File: config.mk
export PLATFORM = sky130hd
export DESIGN_NAME = masked_burst_ram
export DESIGN_NICKNAME = d
export VERILOG_FILES = /design/src/rtl/masked_burst_ram.sv
export SDC_FILE = /design/constraint.sdc
export NUM_CORES = 1
export LEC_CHECK = 0
export ABC_AREA = 1
export CELL_PAD_IN_SITES_DETAIL_PLACEMENT = 1
export CELL_PAD_IN_SITES_GLOBAL_PLACEMENT = 2
export CORE_MARGIN = 2
export CORE_UTILIZATION = 39
export CTS_CLUSTER_SIZE = 28
export DETAILED_ROUTE_END_ITERATION = 8
export PLACE_DENSITY_LB_ADDON = 0.1
export SLEW_MARGIN = 20
export SYNTH_ARGS = -nofsm -noshare
export SYNTH_HDL_FRONTEND = slang
export SYNTH_SLANG_ARGS = --single-unit
export TNS_END_PERCENT = 20
File: constraint.sdc
create_clock -name clk -period 5.6 [get_ports clk]
set_input_delay 1.68 -clock clk [delete_from_list [all_inputs] [get_ports clk]]
set_output_delay 1.68 -clock clk [all_outputs]
set_load 0.02 [all_outputs]
File: src/rtl/masked_burst_ram.sv
// Burst RAM with post-reset calibration delay, fixed read latency and bursts that wrap inside a
// BurstDataCount-aligned block. Define MASKED_BURST_RAM_DATA_MASK_EN to honour data_mask on writes.
module masked_burst_ram #(
   parameter string DataFilePath          = "",
   parameter int    AddressBitWidth       = 4,
   parameter int    DataBitWidth          = 64,
   parameter int    BurstDataCount        = 4,
   parameter int    CyclesBeforeDataValid = 6,
   parameter int    CyclesBeforeInitiated = 10
) (
   input  logic                          clk,
   input  logic                          rst_n,
   input  logic                          cmd,
   input  logic                          cmd_en,
   input  logic [AddressBitWidth-1:0]    addr,
   input  logic [DataBitWidth-1:0]       wr_data,
   input  logic [DataBitWidth/8-1:0]     data_mask,
   output logic [DataBitWidth-1:0]       rd_data,
   output logic                          rd_data_valid,
   output logic                          init_calib,
   output logic                          busy
);

   localparam int NB    = DataBitWidth / 8;
   localparam int DEPTH = 1 << AddressBitWidth;
   localparam int BW    = (BurstDataCount > 1) ? $clog2(BurstDataCount) : 1;
   localparam int WW    = (CyclesBeforeDataValid > 1) ? $clog2(CyclesBeforeDataValid) : 1;
   localparam int IW    = (CyclesBeforeInitiated > 1) ? $clog2(CyclesBeforeInitiated) : 1;

   localparam logic [AddressBitWidth-1:0] OFF_MASK = AddressBitWidth'(BurstDataCount - 1);
   localparam logic [BW-1:0]              LAST_BEAT = BW'(BurstDataCount - 1);

   localparam logic [2:0] ST_INIT        = 3'd0;
   localparam logic [2:0] ST_IDLE        = 3'd1;
   localparam logic [2:0] ST_READ_WAIT   = 3'd2;
   localparam logic [2:0] ST_READ_BURST  = 3'd3;
   localparam logic [2:0] ST_WRITE_BURST = 3'd4;

   logic [2:0]                 state_q, state_d;
   logic [AddressBitWidth-1:0] base_q, base_d;
   logic [BW-1:0]              beat_q, beat_d;
   logic [WW-1:0]              wait_q, wait_d;
   logic [IW-1:0]              init_q, init_d;
   logic                       rd_valid_q, rd_valid_d;
   logic [DataBitWidth-1:0]    rd_data_q;

   logic                       rd_en;
   logic                       wr_en;
   logic [AddressBitWidth-1:0] wr_addr;
   logic [AddressBitWidth-1:0] rd_addr;
   logic [NB-1:0]              byte_we;

   logic [DataBitWidth-1:0]    mem_q [DEPTH];

   // Keep the block bits of the start address and let only the low offset bits advance.
   function automatic logic [AddressBitWidth-1:0] wrap_addr(
      input logic [AddressBitWidth-1:0] base,
      input logic [BW-1:0]              beat
   );
      return (base & ~OFF_MASK) | ((base + AddressBitWidth'(beat)) & OFF_MASK);
   endfunction

   assign rd_addr = wrap_addr(base_q, beat_q);

   always_comb begin
      state_d    = state_q;
      base_d     = base_q;
      beat_d     = beat_q;
      wait_d     = wait_q;
      init_d     = init_q;
      rd_valid_d = 1'b0;
      rd_en      = 1'b0;
      wr_en      = 1'b0;
      wr_addr    = addr;
      case (state_q)
         ST_INIT: begin
            if (init_q == '0) state_d = ST_IDLE;
            else              init_d  = init_q - IW'(1);
         end
         ST_IDLE: begin
            if (cmd_en) begin
               base_d = addr;
               if (cmd) begin
                  // Beat 0 of a write lands on the accepting edge itself.
                  wr_en   = 1'b1;
                  wr_addr = addr;
                  beat_d  = BW'(1);
                  if (BurstDataCount > 1) state_d = ST_WRITE_BURST;
               end else begin
                  beat_d = '0;
                  wait_d = WW'(CyclesBeforeDataValid - 2);
                  if (CyclesBeforeDataValid == 1) state_d = ST_READ_BURST;
                  else                            state_d = ST_READ_WAIT;
               end
            end
         end
         ST_READ_WAIT: begin
            if (wait_q == '0) state_d = ST_READ_BURST;
            else              wait_d  = wait_q - WW'(1);
         end
         ST_READ_BURST: begin
            rd_en      = 1'b1;
            rd_valid_d = 1'b1;
            if (beat_q == LAST_BEAT) begin
               state_d = ST_IDLE;
               beat_d  = '0;
            end else begin
               beat_d = beat_q + BW'(1);
            end
         end
         ST_WRITE_BURST: begin
            wr_en   = 1'b1;
            wr_addr = wrap_addr(base_q, beat_q);
            if (beat_q == LAST_BEAT) begin
               state_d = ST_IDLE;
               beat_d  = '0;
            end else begin
               beat_d = beat_q + BW'(1);
            end
         end
         default: state_d = ST_INIT;
      endcase
   end

   always_ff @(posedge clk) begin
      if (!rst_n) begin
         state_q    <= ST_INIT;
         base_q     <= '0;
         beat_q     <= '0;
         wait_q     <= '0;
         init_q     <= IW'(CyclesBeforeInitiated - 1);
         rd_valid_q <= 1'b0;
      end else begin
         state_q    <= state_d;
         base_q     <= base_d;
         beat_q     <= beat_d;
         wait_q     <= wait_d;
         init_q     <= init_d;
         rd_valid_q <= rd_valid_d;
      end
   end

   // Reset gates the write strobe so an aborted burst leaves memory untouched from that edge on.
   for (genvar gi = 0; gi < NB; gi++) begin : g_byte_we
`ifdef MASKED_BURST_RAM_DATA_MASK_EN
      assign byte_we[gi] = wr_en && rst_n && !data_mask[gi];
`else
      assign byte_we[gi] = wr_en && rst_n;
`endif
   end

`ifndef MASKED_BURST_RAM_DATA_MASK_EN
   logic unused_mask;
   assign unused_mask = ^data_mask;
`endif

   logic unused_path;
   assign unused_path = (DataFilePath == "");

   initial begin
      for (int i = 0; i < DEPTH; i++) mem_q[i] = '0;
   end

   always_ff @(posedge clk) begin
      for (int i = 0; i < NB; i++) begin
         if (byte_we[i]) mem_q[wr_addr][i*8 +: 8] <= wr_data[i*8 +: 8];
      end
   end

   always_ff @(posedge clk) begin
      if (!rst_n)     rd_data_q <= '0;
      else if (rd_en) rd_data_q <= mem_q[rd_addr];
   end

   assign rd_data       = rd_data_q;
   assign rd_data_valid = rd_valid_q;
   assign init_calib    = (state_q != ST_INIT);
   assign busy          = (state_q != ST_IDLE);

endmodule

---- Yosys cells after proc, flatten, opt, wreduce, memory -nomap -nowiden ----
Memories as Yosys holds them, arrays and structs flattened. A register that Yosys moved wholly into a read port is not among the register bits.
Cells that the tools add are included.
storage, ports and cells
  register bits after elaboration ......... 17
  memory bits (writable) .................. 1024
  input port bits ......................... 80
  output and inout bits ................... 67
  logic and storage cells ................. 60
  memories ................................ 1
operators by class
  add/sub/neg operators ................... 4
  equal/unequal tests ..................... 12
  multiplexer cells ....................... 21
  bitwise logic cells ..................... 2
  reduce and logical (&&, ||, !) cells .... 14
memory list
  name   words  bits a word  rd ports  clocked after Yosys merged registers in  write ports  RTL line  text
  mem_q  16     64           1         1                                        1            53        logic [DataBitWidth-1:0] mem_q [DEPTH];
operators with widths
  operator             count
  $mux 3               8
  $pmux 3 s4           1
  $ne 2x2->1 const B   5
  $reduce_and 4->1     2
  $eq 3x2->1 const B   2
  $logic_not 3->1      2
  $mux 1               6
  $pmux 3 s2           1
  $reduce_and 2->1     3
  $logic_not 4->1      1
  $mux 2               2
  $mux 4               1
  $or 4x2->4           1
  $pmux 2 s2           1
  $reduce_bool 2->1    2
  $sub 4x1->4 const B  1
  $eq 3x1->1 const B   1
  $eq 3x3->1 const B   1
  $ne 3x1->1 const B   1
  $reduce_bool 3->1    1
  $sub 3x1->3 const B  1
  $add 2x1->2 const B  1
  $add 2x2->2          1
  $eq 2x2->1 const B   1
  6 further kinds      6

---- Logic depth before layout (Yosys ltp) ----
  depth in word-level cells ............... 6
  depth in mapped cells ................... 12
  gate-level depth less buffers ........... 10

---- Least setup slack after synthesis ----
Ideal clock, no wire load.
  kind .................................... in2reg
  start point ............................. input cmd_en
  end point ............................... memory mem_q[0][0], enable pin
  library setup time ...................... 0.487 ns
  arrival ................................. 5.017 ns
  required time ........................... 5.113 ns
  path slack .............................. 0.096 ns
  cell stages on the path ................. 6
  path buffers ............................ 0
  cells stage by stage .................... inv_1 -> nor2_1 -> nand2_1 -> a21oi_1 -> nand3_1 -> nor2_1
on the way
  word-level cells in the longest chain between the ends .. 5
ends and longest elaborated chain
  item                          RTL line  text
  start, declared               14        input logic cmd_en,
  $mux 1                        81        if (cmd_en) begin
  $pmux 1 s2                    75        case (state_q)
  $logic_and 1x1->1             148       assign byte_we[gi] = wr_en && rst_n;
  $mux 1                        166       if (byte_we[i]) mem_q[wr_addr][i*8 +: 8] <= wr_data[i*8 +: 8];
  $mux 1 (implied by the code)  166
  end, declared                 53
Every way passes these cells.

---- Final worst setup path ----
  start point ............................. input cmd_en
  end point ............................... memory mem_q[10][28], enable pin
Same word-level chain as after synthesis.

==> impl_results.md <==
* Drt drc at 0
* Mapped Cells at ~3800
* Final ANT Viol Nets at 0
* CP dominant cell by count: buf_4
* CTS Root Cell: clkbuf_16
* Resize count post-CTS at 0
* DR WL/cell at roughly 25 µm
* Fill cell count at 12000
* Critical path depth in cells at 9
* CP Capture Type: register
* Die ar. at around 0.12 mm²
* Pre-Repair DR Iteration Count at 5
* Startpoint class of the critical path: input pin
* Final Util at between 40 and 50%
* Worst min-delay path category: register to register
* Worst rel slew slack at between 10% and 20%
* Reg2reg path depth at 10
* Total GRT Usage at 23.0%
* Deepest clock path buffer count at 3
* M3 GR Usage at 3.96%
* Clk_skew at 0.0265 ns
* Port bufs at 138
* CTS tree: done
* Worst VDD drop at 353 µV
* Pwr Density at 434 mW/mm²
* Synth area leaders: edfxtp_1, nand2_1, nand3_1, dfxtp_1, and2_1
* Outcome: complete, no violations
* Most frequent cells in the layout: edfxtp_1, nand2_1, nand3_1
* Area Overhead vs Synth at 15.2%
* Final period util at 71.4%
* # rows at around 130
* Core area at about 0.12 mm²
* Initial antenna violation count at 8
* Fraction of layout cells with a size suffix above 1 at 8.21%
* Worst Path Buf+Inv at 4
* Pleak at around 0.018 µW
* Met1 Usage GRT at 30.6%
* Biggest cell delay along the critical path at 0.55 ns
* Max-slew violations at 0
* Worst path required time at about 6.0 ns
* Global route hottest layer: met2
* Die X at 347 µm
* Unrepaired setup endpoints after global routing: false
* Clock slew at the register clock pins of the worst setup and hold paths at 0.05 ns
* Final setup viols at 0
* Grt total ovfl at 0
* Initial DRC Count at 2034
* Min Clock Period, post-route at approximately 4 ns
* Clk Latency, worst-skew pair at 0.73 ns
* Final wirelength at roughly 140000 µm
* Syn_nets at 3893
* CP max stage cell: nor2_4
* First-pass GRT wire length at 206000 µm
* WP data arrival at 4.39 ns
* Fin. Hold Viols at 0
* DP Worst Slack at 0.914 ns
* Commonest non-fill, non-tap cell in the layout: edfxtp_1
* Max-cap violations at 0
* Top cell type's share of synthesized area at 67.0%
* Hold path cells at 2
* Syn avg cell area at 12.1 µm²
* Hold buffers post-CTS at 0
* Max Fclk at 0.250 GHz
* Synth warnings at 0
* Netlist cell types at 29
* Crit path cell chain: clkdlybuf4s50_1, inv_1, nor2_1, buf_4, nand2_1, a21oi_1, nand3_1, nor2_4, buf_4
* EDFF count, synth at 1024
* GPL Wtd Cong at 0.712
* Routed vias at 30000
* Worst Slack Setup Final at 1.60 ns
* Most common flop cell mapped by yosys: edfxtp_1
* Post-DR vias/cell at roughly 5.4
* CTS Sinks at 1105
* Hpwl dp at around 67000 µm
* CTS H-Tree Depth at 4
* Die height at 347 µm
* Setup CP Type: input pin to register
* Post-CTS Setup Bufs at 0
* Starting Density at 39.4%
* Synthesized area at 0.0459 mm²
* Total CTS buffers at 131
* Ports at around 150
* Delay-heaviest family, CP: simple AND/OR/NAND/NOR gates
* Setup tns final at 0 ns
* Async set-or-reset flop fraction in the synthesized netlist at 0%
* Yosys top cell by area: edfxtp_1
* Number of global-route vias before repair at 31800
* Sequential share of the synthesized area at about 71%
* Largest net degree at the start of global routing at 214
* Worst-path maximum fanout at 15
* Worst slew pin tran at 1.21 ns
* Power Total at 22900 µW
* Yosys reg bits at 1105
* GR Util met2 at 38.8%
* # nets final at slightly below 4000
layer usage:
metal / up-vias / wire [µm]
met5: - / 69
met4: 10 / 2980
met3: 203 / 6880
met2: 654 / 66800
met1: 15500 / 61600
li1: 13600 / -
power breakdown:
part	total (µW)	internal, µW	switching (µW)
clock network	8390	5090	3310
registers	9200	9110	89.3
logic	5330	1840	3490
total	22900	16000	6890
area by class of cell:
cell class / count / area [µm²] / share of cell area, %
diodes: 1 / 2.50 / 0.00474
multi-input cells: 2418 / 12100 / 23.0
inverters: 31 / 138 / 0.260
repair buffers: 197 / 2080 / 3.93
clock buffers: 198 / 3770 / 7.13
well taps: 1524 / 1910 / 3.61
flip-flops and latches: 1105 / 32400 / 61.3
clock inverters: 36 / 428 / 0.810
registers in the layout, summed over array words and instances (netlist names):
| signal | count |
|---|---|
| base_q | 4 |
| beat_q | 2 |
| init_q | 4 |
| mem_q | 1024 |
| rd_data | 64 |
| rd_data_valid | 1 |
| state_q | 3 |
| wait_q | 3 |
cell families after synthesis:
logic type | after synthesis | synth area share (%)
mux | 64 | 1.40
fa+ha+maj | 5 | 0.136
simple gates | 2061 | 20.6
flops | 1105 | 70.5
compound gates | 288 | 3.86
buf+inv | 285 | 3.45
per-stage QoR:
step	hold WS (ns)	cells	area [µm²]
6_report	0.463	5510	52800
3_3_place_gp	0.454	5275	48600
2_1_floorplan	0.445	3808	45900
3_5_place_dp	0.457	5275	48600
4_1_cts	0.463	5509	52800
5_1_grt	0.476	5509	52800
worst register-to-register path, delay by kind of cell (launching register included):
| family | cells | cell delay, ns |
|---|---|---|
| fa+ha+maj | 1 | 0.82 |
| simple gates | 6 | 0.78 |
| buf+inv | 2 | 1.77 |
| compound gates | 1 | 0.10 |
| flops | 1 | 0.36 |
Yosys cell counts, types with 28 or more instances:
library cell	count
dfxtp_1	81
a21oi_1	77
nand3_1	713
o21ai_0	58
buf_6	30
and2_0	31
mux2i_1	64
a21boi_0	128
clkbuf_1	66
or2_2	64
inv_1	28
nand2_1	988
buf_4	41
nor2_1	29
and2_1	226
edfxtp_1	1024
buf_2	104
worst paths after layout:
path / slack (ns) / from / endpoint
setup / recovery: 1.60 / cmd_en / mem_q[10][28]$_DFFE_PP_
hold / removal: 0.46 / rd_data[63]$_SDFFE_PN0N_ / rd_data[63]$_SDFFE_PN0N_
setup reg to reg: 1.61 / beat_q[0]$_SDFFE_PN0P_ / rd_data[30]$_SDFFE_PN0N_
hold reg to reg: 0.46 / rd_data[63]$_SDFFE_PN0N_ / rd_data[63]$_SDFFE_PN0N_
(Power assumes the default switching activity.)
